## src/rtl/simple_circuit_pipe_if.sv

```systemverilog
// Bundles the operand/result lanes, both valid/ready handshakes and the
// mismatch counter controls of simple_circuit_pipe.
interface simple_circuit_pipe_if #(
  parameter int WIDTH = 8,
  parameter int CNT_W = 16
);
  logic             IN_VALID;
  logic             IN_READY;
  logic [WIDTH-1:0] A;
  logic [WIDTH-1:0] B;
  logic [WIDTH-1:0] C;
  logic [WIDTH-1:0] INJ;
  logic             OUT_VALID;
  logic             OUT_READY;
  logic [WIDTH-1:0] E;
  logic [WIDTH-1:0] F;
  logic [WIDTH-1:0] G;
  logic [WIDTH-1:0] H;
  logic [WIDTH-1:0] MISMATCH;
  logic             CNT_CLR;
  logic [CNT_W-1:0] MISMATCH_CNT;
  logic             ERR;

  // The producer/consumer side that feeds beats in and drains results.
  modport master (
    output IN_VALID, A, B, C, INJ, OUT_READY, CNT_CLR,
    input  IN_READY, OUT_VALID, E, F, G, H, MISMATCH, MISMATCH_CNT, ERR
  );

  modport slave (
    input  IN_VALID, A, B, C, INJ, OUT_READY, CNT_CLR,
    output IN_READY, OUT_VALID, E, F, G, H, MISMATCH, MISMATCH_CNT, ERR
  );
endinterface

```

## src/rtl/simple_circuit_pipe.sv

```systemverilog
// Two-stage valid/ready pipeline of the simple_circuit gate network across
// WIDTH lanes, with a golden check of H against A&B&C and a mismatch counter.
module simple_circuit_pipe #(
  parameter int WIDTH = 8,
  parameter int CNT_W = 16
) (
  input logic                 CLK,
  input logic                 RST,
  simple_circuit_pipe_if.slave bus
);
  logic             s1Valid_q;
  logic             s2Valid_q;
  logic [WIDTH-1:0] andOut_q;
  logic [WIDTH-1:0] orOut_q;
  logic [WIDTH-1:0] invOut_q;
  logic [WIDTH-1:0] cStage_q;
  logic [WIDTH-1:0] inj_q;

  logic [WIDTH-1:0] e_q;
  logic [WIDTH-1:0] f_q;
  logic [WIDTH-1:0] g_q;
  logic [WIDTH-1:0] h_q;
  logic [WIDTH-1:0] mismatch_q;

  logic [WIDTH-1:0] intermediate1;
  logic [WIDTH-1:0] intermediate2;
  logic [WIDTH-1:0] h_d;
  logic [WIDTH-1:0] mismatch_d;

  logic [CNT_W-1:0] cnt_q;
  logic [CNT_W-1:0] cnt_d;
  logic             err_q;
  logic             err_d;

  logic s2Load;
  logic inFire;
  logic outFire;

  // Stage 2 may load whenever it is empty or its beat leaves this cycle.
  assign s2Load       = !s2Valid_q || bus.OUT_READY;
  assign bus.IN_READY = !s1Valid_q || s2Load;
  assign inFire       = bus.IN_VALID && bus.IN_READY;
  assign outFire      = s2Valid_q && bus.OUT_READY;

  always_comb begin
    intermediate1 = (orOut_q & invOut_q) ^ inj_q;
    intermediate2 = andOut_q | intermediate1;
    h_d           = intermediate2 & cStage_q;
    mismatch_d    = h_d ^ (andOut_q & cStage_q);
  end

  always_ff @(posedge CLK) begin
    if (RST) begin
      s1Valid_q <= 1'b0;
      andOut_q  <= '0;
      orOut_q   <= '0;
      invOut_q  <= '0;
      cStage_q  <= '0;
      inj_q     <= '0;
    end else if (inFire) begin
      s1Valid_q <= 1'b1;
      andOut_q  <= bus.A & bus.B;
      orOut_q   <= bus.A | bus.C;
      invOut_q  <= ~bus.C;
      cStage_q  <= bus.C;
      inj_q     <= bus.INJ;
    end else if (s2Load) begin
      s1Valid_q <= 1'b0;
    end
  end

  // Result registers only change when a real beat moves in, so they hold under backpressure.
  always_ff @(posedge CLK) begin
    if (RST) begin
      s2Valid_q  <= 1'b0;
      e_q        <= '0;
      f_q        <= '0;
      g_q        <= '0;
      h_q        <= '0;
      mismatch_q <= '0;
    end else if (s2Load) begin
      s2Valid_q <= s1Valid_q;
      if (s1Valid_q) begin
        e_q        <= andOut_q;
        f_q        <= orOut_q;
        g_q        <= invOut_q;
        h_q        <= h_d;
        mismatch_q <= mismatch_d;
      end
    end
  end

  // Clear takes priority over a coincident mismatch handshake.
  always_comb begin
    cnt_d = cnt_q;
    err_d = err_q;
    if (bus.CNT_CLR) begin
      cnt_d = '0;
      err_d = 1'b0;
    end else if (outFire && (|mismatch_q)) begin
      if (cnt_q != {CNT_W{1'b1}}) begin
        cnt_d = cnt_q + {{(CNT_W-1){1'b0}}, 1'b1};
      end
      err_d = 1'b1;
    end
  end

  always_ff @(posedge CLK) begin
    if (RST) begin
      cnt_q <= '0;
      err_q <= 1'b0;
    end else begin
      cnt_q <= cnt_d;
      err_q <= err_d;
    end
  end

  assign bus.OUT_VALID    = s2Valid_q;
  assign bus.E            = e_q;
  assign bus.F            = f_q;
  assign bus.G            = g_q;
  assign bus.H            = h_q;
  assign bus.MISMATCH     = mismatch_q;
  assign bus.MISMATCH_CNT = cnt_q;
  assign bus.ERR          = err_q;
endmodule
```

## src/flat_wrapper.sv

```systemverilog
// flat-port wrapper written by rule: the top's interface ports become plain ports
module simple_circuit_pipe_flat 
#(
  parameter int WIDTH = 8,
  parameter int CNT_W = 16
)
  (CLK, RST, bus_IN_VALID, bus_A, bus_B, bus_C, bus_INJ, bus_OUT_READY, bus_CNT_CLR, bus_IN_READY, bus_OUT_VALID, bus_E, bus_F, bus_G, bus_H, bus_MISMATCH, bus_MISMATCH_CNT, bus_ERR);
  simple_circuit_pipe_if #(.WIDTH(WIDTH), .CNT_W(CNT_W)) bus_i ();
  input logic CLK;
  input logic RST;
  input wire logic [$bits(bus_i.IN_VALID)-1:0] bus_IN_VALID;
  input wire logic [$bits(bus_i.A)-1:0] bus_A;
  input wire logic [$bits(bus_i.B)-1:0] bus_B;
  input wire logic [$bits(bus_i.C)-1:0] bus_C;
  input wire logic [$bits(bus_i.INJ)-1:0] bus_INJ;
  input wire logic [$bits(bus_i.OUT_READY)-1:0] bus_OUT_READY;
  input wire logic [$bits(bus_i.CNT_CLR)-1:0] bus_CNT_CLR;
  output wire logic [$bits(bus_i.IN_READY)-1:0] bus_IN_READY;
  output wire logic [$bits(bus_i.OUT_VALID)-1:0] bus_OUT_VALID;
  output wire logic [$bits(bus_i.E)-1:0] bus_E;
  output wire logic [$bits(bus_i.F)-1:0] bus_F;
  output wire logic [$bits(bus_i.G)-1:0] bus_G;
  output wire logic [$bits(bus_i.H)-1:0] bus_H;
  output wire logic [$bits(bus_i.MISMATCH)-1:0] bus_MISMATCH;
  output wire logic [$bits(bus_i.MISMATCH_CNT)-1:0] bus_MISMATCH_CNT;
  output wire logic [$bits(bus_i.ERR)-1:0] bus_ERR;
  assign bus_i.IN_VALID = bus_IN_VALID;
  assign bus_i.A = bus_A;
  assign bus_i.B = bus_B;
  assign bus_i.C = bus_C;
  assign bus_i.INJ = bus_INJ;
  assign bus_i.OUT_READY = bus_OUT_READY;
  assign bus_i.CNT_CLR = bus_CNT_CLR;
  assign bus_IN_READY = bus_i.IN_READY;
  assign bus_OUT_VALID = bus_i.OUT_VALID;
  assign bus_E = bus_i.E;
  assign bus_F = bus_i.F;
  assign bus_G = bus_i.G;
  assign bus_H = bus_i.H;
  assign bus_MISMATCH = bus_i.MISMATCH;
  assign bus_MISMATCH_CNT = bus_i.MISMATCH_CNT;
  assign bus_ERR = bus_i.ERR;
  simple_circuit_pipe #(.WIDTH(WIDTH), .CNT_W(CNT_W)) u_core (.CLK(CLK), .RST(RST), .bus(bus_i));
endmodule
```

## config.mk

```make
export PLATFORM = sky130hd
export DESIGN_NAME = simple_circuit_pipe_flat
export DESIGN_NICKNAME = d
export VERILOG_FILES = /design/src/rtl/simple_circuit_pipe_if.sv /design/src/rtl/simple_circuit_pipe.sv /design/src/flat_wrapper.sv
export SDC_FILE = /design/constraint.sdc
export NUM_CORES = 1
export LEC_CHECK = 0
export ABC_AREA = 1
export CORE_ASPECT_RATIO = 1.2
export CORE_MARGIN = 1
export CORE_UTILIZATION = 51
export CTS_BUF_LIST = sky130_fd_sc_hd__clkbuf_2
export DETAILED_ROUTE_END_ITERATION = 8
export PLACE_DENSITY = 0.81
export SETUP_SLACK_MARGIN = 0.02
export SYNTH_ARGS = -nofsm -noshare
export SYNTH_HDL_FRONTEND = slang
export SYNTH_SLANG_ARGS = --single-unit
export TNS_END_PERCENT = 30
```

## constraint.sdc

```tcl
create_clock -name CLK -period 1.99 [get_ports CLK]
set_clock_uncertainty 0.1 [all_clocks]
set_input_delay 0.398 -clock CLK [delete_from_list [all_inputs] [get_ports CLK]]
set_output_delay 0.398 -clock CLK [all_outputs]
set_load 0.01 [all_outputs]
```

# Word-level counts from Yosys, hierarchy flattened
# Index checks and enable logic that the tools add are counted.
# word_totals
reg_bits	99
inputBits	37
out_inout_bits	59
word_cells	39
# op_classes
addsub	1
n_eq_ne	1
n_mux	2
bitwise	9
reduce_logical	12
# op_table
op	count
8-bit AND	4
16-bit by 1-bit adder with 16-bit output (second input constant)	1
16-bit != test (second input constant)	1
8-bit OR	2
8-bit bitwise XOR	2
8-bit NOT	1
8-bit OR reduction	1
2-bit AND reduction	2
1-bit logical AND	3
1-bit logical NOT	2
1-bit logical OR	2
1-bit two-way mux	2
2-bit nonzero test	1
2-bit OR reduction	1

# Depth between registers and ports, before layout
# Gate-level depths: netlist of the first run.
# logic_depth
word_depth	5
ltp_mapped	10
ltp_nobuf	10

# Least setup slack after synthesis of the first run
# Ideal clock, no wire load.
# synth_path
path_kind	reg-to-reg
start	reg u_core.cnt_q[0], in the netlist u_core.bus.MISMATCH_CNT[0]
end	reg u_core.cnt_q[3], in the netlist u_core.bus.MISMATCH_CNT[3]
setup_time_ns	0.116
arrival_time_ns	1.459
t_required_ns	1.774
path_slack_ns	0.315
stages_incl_launch_ff	10
path_buffers	1
period_less_slack_ns	1.675
cell_sequence	dfxtp_1 > ha_1 > nand2_2 > nor2_2 > nand2_4 > nor2_2 > nor2_4 > buf_8 > nand2_1 > a21oi_2
# synth_between
elab_chain_len	2
elab_cells_between_ends	3
cone_classes	1 x add/sub; 1 x eq/ne; 1 x reduce/logical
# synth_rtl
element	line_no	source
start, declared	simple_circuit_pipe.sv:30	logic [CNT_W-1:0] cnt_q;
start signal, assigned	simple_circuit_pipe.sv:113	cnt_q <= cnt_d;
branches (longest 2 deep; another with 16-bit by 1-bit adder with 16-bit output)	-	
# Parallel ways; which one is timed is not known.
# A chain may end at the register's enable or synchronous reset.

# Worst setup path in the final report of the first run
# layout_path
start	reg u_core.s2Valid_q, in the netlist u_core.bus.OUT_VALID
end	out bus_IN_READY
# layout_between
elab_chain_len	3
# layout_rtl
element	line_no	source
start, declared	simple_circuit_pipe.sv:12	logic s2Valid_q;
start signal, assigned	simple_circuit_pipe.sv:82	s2Valid_q <= s1Valid_q;
1-bit logical NOT	simple_circuit_pipe.sv:40	assign s2Load = !s2Valid_q || bus.OUT_READY;
1-bit logical OR	simple_circuit_pipe.sv:40	
1-bit logical OR	simple_circuit_pipe.sv:41	assign bus.IN_READY = !s1Valid_q || s2Load;
end, declared	flat_wrapper.sv:18	output wire logic [$bits(bus_i.IN_READY)-1:0] bus_IN_READY;
# No other way between the ends.

==> results of run 1 <==
worst max-delay path: cells and delay by family (launching register included):
family | cells | cell delay, ps
buffers and inverters | 2 | 370
DFF | 1 | 380
and+or+nand+nor | 1 | 80
flip-flops by register name, summed over array words and instances (netlist names), 8 cells and up:
register and count:
u_core.bus.G 8, u_core.orOut_q 8, u_core.cStage_q 8, u_core.bus.H 8, u_core.bus.MISMATCH_CNT 16, u_core.bus.MISMATCH 8
u_core.inj_q 8, u_core.invOut_q 8, u_core.andOut_q 8, u_core.bus.F 8, u_core.bus.E 8
worst max-delay path by stage:
stage	from	endpoint	slack, ps	depth (start not counted)
after detailed placement	bus_OUT_READY	u_core.orOut_q[2]	-60	7
after floorplan	u_core.bus.MISMATCH_CNT[0]	u_core.bus.MISMATCH_CNT[3]	320	9
final	u_core.bus.OUT_VALID	bus_IN_READY	100	3
after global routing	u_core.bus.OUT_VALID	bus_IN_READY	20	3
after global placement	bus_OUT_READY	bus_IN_READY	-50	4
after CTS	u_core.bus.G[2]	bus_G[2]	20	1
cells by family (layout without fill, tap and decap cells):
| family | count (synthesis) | in the layout |
|---|---|---|
| xor gates and xnor gates | 7 | 7 |
| buffers and inverters | 60 | 181 |
| adders and majority gates | 1 | 1 |
| DFF | 99 | 99 |
| AOI/OAI and AO/OA | 136 | 136 |
| and+or+nand+nor | 221 | 221 |
area by class of cell:
class	count	area (sq um)	share of cell area (%)
Multi-Input combinational cell	365	1820	33.1
Clock buffer	10	50.0	0.908
Sequential cell	99	2080	37.7
Timing Repair Buffer	132	1220	22.2
Clock inverter	5	85.1	1.54
Tap cell	92	115	2.09
Inverter	34	133	2.41
layout by cell type (no fill, tap or decap), types with 4 or more instances in the layout:
master and n:
inv_1 32, a21oi_1 59, nand3_1 15, dlygate4sd2_1 53, o21ai_0 51, nand2_2 11
buf_4 33, dfxtp_1 44, nor2_1 78, a21oi_2 10, clkbuf_2 10, o211a_1 8
buf_12 4, nand4_1 12, or2_2 8, nor2_2 6, a211oi_1 8, dfxtp_4 11
dfxtp_2 44, clkdlybuf4s50_1 36, xor2_1 5, nand2_1 86, dlymetal6s2s_1 5
where the power goes:
| part | internal [W] | total (W) | switching, W |
|---|---|---|---|
| combinational | 0.000228 | 0.000468 | 0.000241 |
| clock | 0.000422 | 0.00109 | 0.000671 |
| sequential | 0.00208 | 0.00214 | 0.0000619 |
stage by stage:
stage	TNS [ps]	util (%)	hold WS [ps]
2_1_floorplan	0	-	333
3_3_place_gp	-46.2	67.9	343
3_5_place_dp	-247	67.9	350
4_1_cts	0	71.2	286
5_1_grt	0	71.5	323
6_report	0	71.5	303
layer usage:
metal	vias up	global-route usage, %	wire (um)
met1	1836	29.7	4210
met3	35	4.11	543
met2	124	45.8	5410
met5	-	0	0
met4	0	15.0	421
li1	1961	-	-
Yosys cell counts (8+ instances only):
cell type,instances
o211a_1,8
nand2_1,86
nand2_2,11
a21oi_2,10
inv_1,32
or2_2,8
nor2_1,78
a21oi_1,59
a211oi_1,8
nand4_1,12
nand3_1,15
dfxtp_1,99
o21ai_0,51
clkbuf_1,10
buf_2,12
what timing repair did:
action | 4_1_cts | 5_1_grt
resized for setup | 120 | 6
hold endpoints to repair | 0 | 0
cloned | 0 | 0
pin swaps | 0 | 0
setup buffers | 12 | 1
setup endpoints to repair | 59 | 6
==> metrics.md, run 1 <==
| Metric | Value |
|---|---|
| Distinct cells, synth | 29 |
| Root Buffer | clkbuf_2 |
| Layout cells sized above 1 | 22.9% |
| I/O Buffers | 95 |
| R2R Path Start | u_core.bus.MISMATCH_CNT[1] |
| Reg2reg end | u_core.bus.MISMATCH_CNT[9] |
| Required @ worst endpoint | 1490 ps |
| Ys flop type | dfxtp_1 |
| Crit Path Max Fanout | 3 |
| Slowest-stage cell, CP | dfxtp_2 |
| Initial core utilization | 53.1% |
| Vias in the first global route | 3,793 |
| Synth Area in Simple Gates | 23.7% |
| Max-Cap Viols | 0 |
| Multiplexer share of the synthesized area | 0% |
| Syn Inst Count | 524 |
| Worst slack, placed | -64.9 ps |
| H-tree levels | 3 |
| Tcrit/Tclk final | 95.0% |
| Flop and latch count out of synthesis | 99 |
| Initial antenna violation count | 0 |
| Final Max Slew Viols | 0 |
| CP Cell Sequence | buf_4, nand3_2, clkdlybuf4s15_1 |
| # clock sinks | 99 |
| Filler Cells Inserted | 629 |
| Synth Area per Inst | 7.80 sq um |
| Max Clock Freq | 529 MHz |
| Die boundary height | 100 um |
| Post-synthesis compound-gate area fraction | 19.0% |
| DRC errors left | 0 |
| Placed Instances | 709 |
| Die area | 0.00838 sq mm |
| Syn Nets | 562 |
| CTS Buf Count | 9 |
| RSZ-0062 raised after global routing | false |
| Max_slew headroom | 60.1% |
| PD cells | 672 mW/mm^2 |
| Hold path endpoint | u_core.andOut_q[5] |
| Reg2Reg Setup Slack | 210 ps |
| Site row count | 35 |
| Top area cells in the synthesized netlist | dfxtp_1 (48%), nand2_1 (7.9%), a21oi_1 (7.2%) |
| Design area | 0.00551 sq mm |
| DR vias | 3,956 |
| Slew @ Worst Pin | 597 ps |
| Final setup margin | 98.6 ps |
| Placed cell areas | 0.00523 sq mm |
| Mapped Area | 0.00409 sq mm |
| YS warnings | 0 |
| Deepest clock path buffer count | 2 |
| Kind of critical path | reg2out |
| Die width | 83.7 um |
| Main combinational cell family by area after synthesis | simple AND/OR/NAND/NOR gates |
| DR iter-0 viols | 227 |
| Post-synthesis adder-cell area fraction | 0.306% |
| EDFF count, synth | 0 |
| Tmin final | 1890 ps |
| DR WL/cell | 14.4 um |
| Hold depth | 3 |
| CP max stage delay | 380 ps |
| Outcome | completed |
| Sequential area share after synthesis | 48.5% |
| Io pins | 96 |
| CTS tree | built |
| P_leak | 2.46 nW |
| Depth of the worst register-to-register path | 10 |
| RePlAce Congestion | 0.908 |
| Startpoint types | flop |
| Global route overflow | 0 |
| Largest net degree at the start of global routing | 24 |
| Post-route insts no fill | 737 |
| Finish-stage setup viols | 0 |
| Crit. End Element | primary output |
| Total power | 0.00370 W |
| Clock Latency Late Sink | 580 ps |
| Total routed wirelength | 10.6 mm |
| CP Data Arrival Time | 1390 ps |
| Class of the worst hold path | in2reg |
| Hold Buf Count CTS | 0 |
| First-pass GRT wire length | 17.3 mm |
| Ant diodes | 0 |
| Hold Violations, Final | 0 |
| Post-route ant nets | 0 |
| Core area | 0.00771 sq mm |
| Cell taking the most area after synthesis | dfxtp_1 |
| CTS clk-pin slew, worst paths | 260 ps |
| XOR/XNOR Fraction of Synth Area | 1.50% |
| FFs w/ async S/R, synth | 0% |
| Fin nets | 679 |
| Hold Crit Start | bus_B[5] |
| First-pass iteration count of the detailed router | 5 |
| Gr usage total | 25.9% |
| Avg Vias per Cell | 5.37 |
| Share of Yosys cell area claimed by the top area cell type | 48.5% |
| Area Overhead vs Synth | 34.7% |
| Max VDD drop | 0.625 mV |
| DP HPWL | 7.70 mm |
Note: power is estimated with default switching activity, not from simulation.
==> run 2, diff against run 1 <==
--- a/config.mk
+++ b/config.mk
@@ -6,12 +6,13 @@
 export NUM_CORES = 1
 export LEC_CHECK = 0
 export ABC_AREA = 1
+export ABC_CLOCK_PERIOD_IN_PS = 1990
 export CORE_ASPECT_RATIO = 1.2
 export CORE_MARGIN = 1
-export CORE_UTILIZATION = 51
+export CORE_UTILIZATION = 40
 export CTS_BUF_LIST = sky130_fd_sc_hd__clkbuf_2
 export DETAILED_ROUTE_END_ITERATION = 8
-export PLACE_DENSITY = 0.81
+export PLACE_DENSITY = 0.66
 export SETUP_SLACK_MARGIN = 0.02
 export SYNTH_ARGS = -nofsm -noshare
 export SYNTH_HDL_FRONTEND = slang
==> run 2 against run 1 <==
Net effect:
- flip-flop and latch count unchanged
- sequential power about the same
- global-route usage fell by 4.9 points
- die area grew 27%
- critical path type unchanged
- critical endpoint unchanged
- largest cell class unchanged
==> metrics.md, run 2 (synthesis results as in run 1) <==
| Metric | Value |
|---|---|
| Site row count | 40 |
| First-pass GRT wire length | 17.3 mm |
| DP HPWL | 7.64 mm |
| Avg Vias per Cell | 5.02 |
| Final Max Slew Viols | 0 |
| Io pins | 96 |
| Reg2reg end | u_core.bus.MISMATCH_CNT[8] |
| Startpoint types | flop |
| H-tree levels | 3 |
| Largest net degree at the start of global routing | 49 |
| Max-Cap Viols | 0 |
| Class of the worst hold path | in2reg |
| Global route overflow | 0 |
| Most frequent cells in the layout | nand2_1 (86), nor2_1 (78), a21oi_1 (59), dlygate4sd2_1 (58), o21ai_0 (51) |
| RSZ-0062 raised after global routing | false |
| Max VDD drop | 0.348 mV |
| Core area | 0.00996 sq mm |
| Crit. End Element | primary output |
| First-pass iteration count of the detailed router | 4 |
| Die area | 0.0106 sq mm |
| Depth of the worst register-to-register path | 12 |
| CTS tree | built |
| CP Data Arrival Time | 1350 ps |
| R2R Path Start | u_core.bus.MISMATCH_CNT[1] |
| Post-route ant nets | 0 |
| Layout cells sized above 1 | 22.6% |
| Root Buffer | clkbuf_2 |
| Vias in the first global route | 3,682 |
| Clock Latency Late Sink | 580 ps |
| CTS Buf Count | 9 |
| PD cells | 621 mW/mm^2 |
| DR WL/cell | 13.9 um |
| Total power | 0.00337 W |
| Hold path endpoint | u_core.orOut_q[2] |
| Outcome | completed |
| Crit Path Max Fanout | 3 |
| I/O Buffers | 95 |
| Ant diodes | 0 |
| DR vias | 3,847 |
| Required @ worst endpoint | 1490 ps |
| Initial antenna violation count | 0 |
| Total routed wirelength | 10.7 mm |
| Filler Cells Inserted | 947 |
| Hold Violations, Final | 0 |
| Tmin final | 1850 ps |
| CTS clk-pin slew, worst paths | 270 ps |
| Tcrit/Tclk final | 93.0% |
| Initial core utilization | 41.1% |
| P_leak | 2.35 nW |
| Slew @ Worst Pin | 582 ps |
| Kind of critical path | reg2out |
| Hold depth | 3 |
| Hold_ws | 325 ps |
| Finish-stage setup viols | 0 |
| Reg2Reg Setup Slack | 210 ps |
| Die boundary height | 113 um |
| Most common cell after layout, fill and taps aside | nand2_1 |
| Register Area | 0.00209 sq mm |
| Die width | 94.3 um |
| Hold Crit Start | bus_A[2] |
| Max_slew headroom | 61.2% |
| Max Clock Freq | 540 MHz |
| DR iter-0 viols | 194 |
| Multi-input logic area | 0.00182 sq mm |
| RePlAce Congestion | 0.813 |
| Fin nets | 676 |
| DRC errors left | 0 |
| Largest register FFs | 16 |
| Deepest clock path buffer count | 2 |
| # clock sinks | 99 |
| Area Overhead vs Synth | 33.0% |
| Finished Core Util | 54.6% |
| Gr usage total | 21.0% |
[run 2: cell count changes in the layout (fill, tap and decap cells not counted), sizes merged]
cell,delta
clkbuf,+1
clkinv,+2
bufinv,-2
dlymetal6s2s,-4
buf,-3
inv,-2
dlygate4sd2,+5
clkdlybuf4s15,-1
[run 2: metal layers]
| metal | part of all wire (%) | up-vias | global-route usage (%) |
|---|---|---|---|
| li1 | - | 1964 | - |
| met5 | 0 | - | 0 |
| met2 | 50 | 107 | 37.3 |
| met1 | 43 | 1757 | 25.0 |
| met4 | 2.4 | 0 | 9.03 |
| met3 | 3.8 | 19 | 2.49 |
[run 2: worst max-delay path by stage]
stage / from / endpoint / slack [ps] / depth (start not counted)
6_report: u_core.s1Valid_q / bus_IN_READY / 140 / 2
2_1_floorplan: u_core.bus.MISMATCH_CNT[0] / u_core.bus.MISMATCH_CNT[3] / 320 / 9
5_1_grt: u_core.bus.OUT_VALID / bus_IN_READY / 60 / 2
4_1_cts: u_core.bus.MISMATCH[4] / bus_MISMATCH[4] / -60 / 1
3_3_place_gp: bus_OUT_READY / bus_IN_READY / -40 / 4
3_5_place_dp: bus_OUT_READY / u_core.orOut_q[3] / -90 / 7
[run 2: critical path, stage by stage (launching register included)]
cell,delay (ps)
dfxtp_2,400
nand3_2,90
dlygate4sd2_1,290
[run 2: power breakdown]
group | internal (W) | switching, W
Clock | 0.000157 | 0.000631
Sequential | 0.00207 | 0.0000630
Combinational | 0.000215 | 0.000236
[run 2: repair_timing]
item / 4_1_cts / 5_1_grt
gates resized for setup: 129 / 1
pin swaps: 0 / 0
hold buffers: 0 / 0
setup buffers: 14 / 0
setup endpoints to repair: 59 / 1
[run 2: area by class of cell]
cell class / instances / area share, %
clock inverters: 3 / 0.322
inverters: 34 / 2.44
well taps: 126 / 2.90
repair buffers: 129 / 21.4
multi-input cells: 365 / 33.5
flip-flops and latches: 99 / 38.4
clock buffers: 11 / 1.01
[run 2: through the flow]
stage / setup TNS [ps] / instances / worst slack, ps / instance area (sq um)
2_1_floorplan: 0 / 524 / 315 / 4090
3_3_place_gp: -195 / 739 / -42.6 / 5220
3_5_place_dp: -939 / 739 / -91.1 / 5220
4_1_cts: -61.5 / 767 / -61.5 / 5430
5_1_grt: 0 / 767 / 58.9 / 5440
6_report: 0 / 767 / 139 / 5440
==> run 3, diff against run 2 <==
--- a/config.mk
+++ b/config.mk
@@ -11,6 +11,7 @@
 export CORE_MARGIN = 1
 export CORE_UTILIZATION = 40
 export CTS_BUF_LIST = sky130_fd_sc_hd__clkbuf_2
+export CTS_CLUSTER_DIAMETER = 60
 export DETAILED_ROUTE_END_ITERATION = 8
 export PLACE_DENSITY = 0.66
 export SETUP_SLACK_MARGIN = 0.02
==> results of run 3 <==
Same layout as run 2: the final DEF is identical, and so are final timing and power.
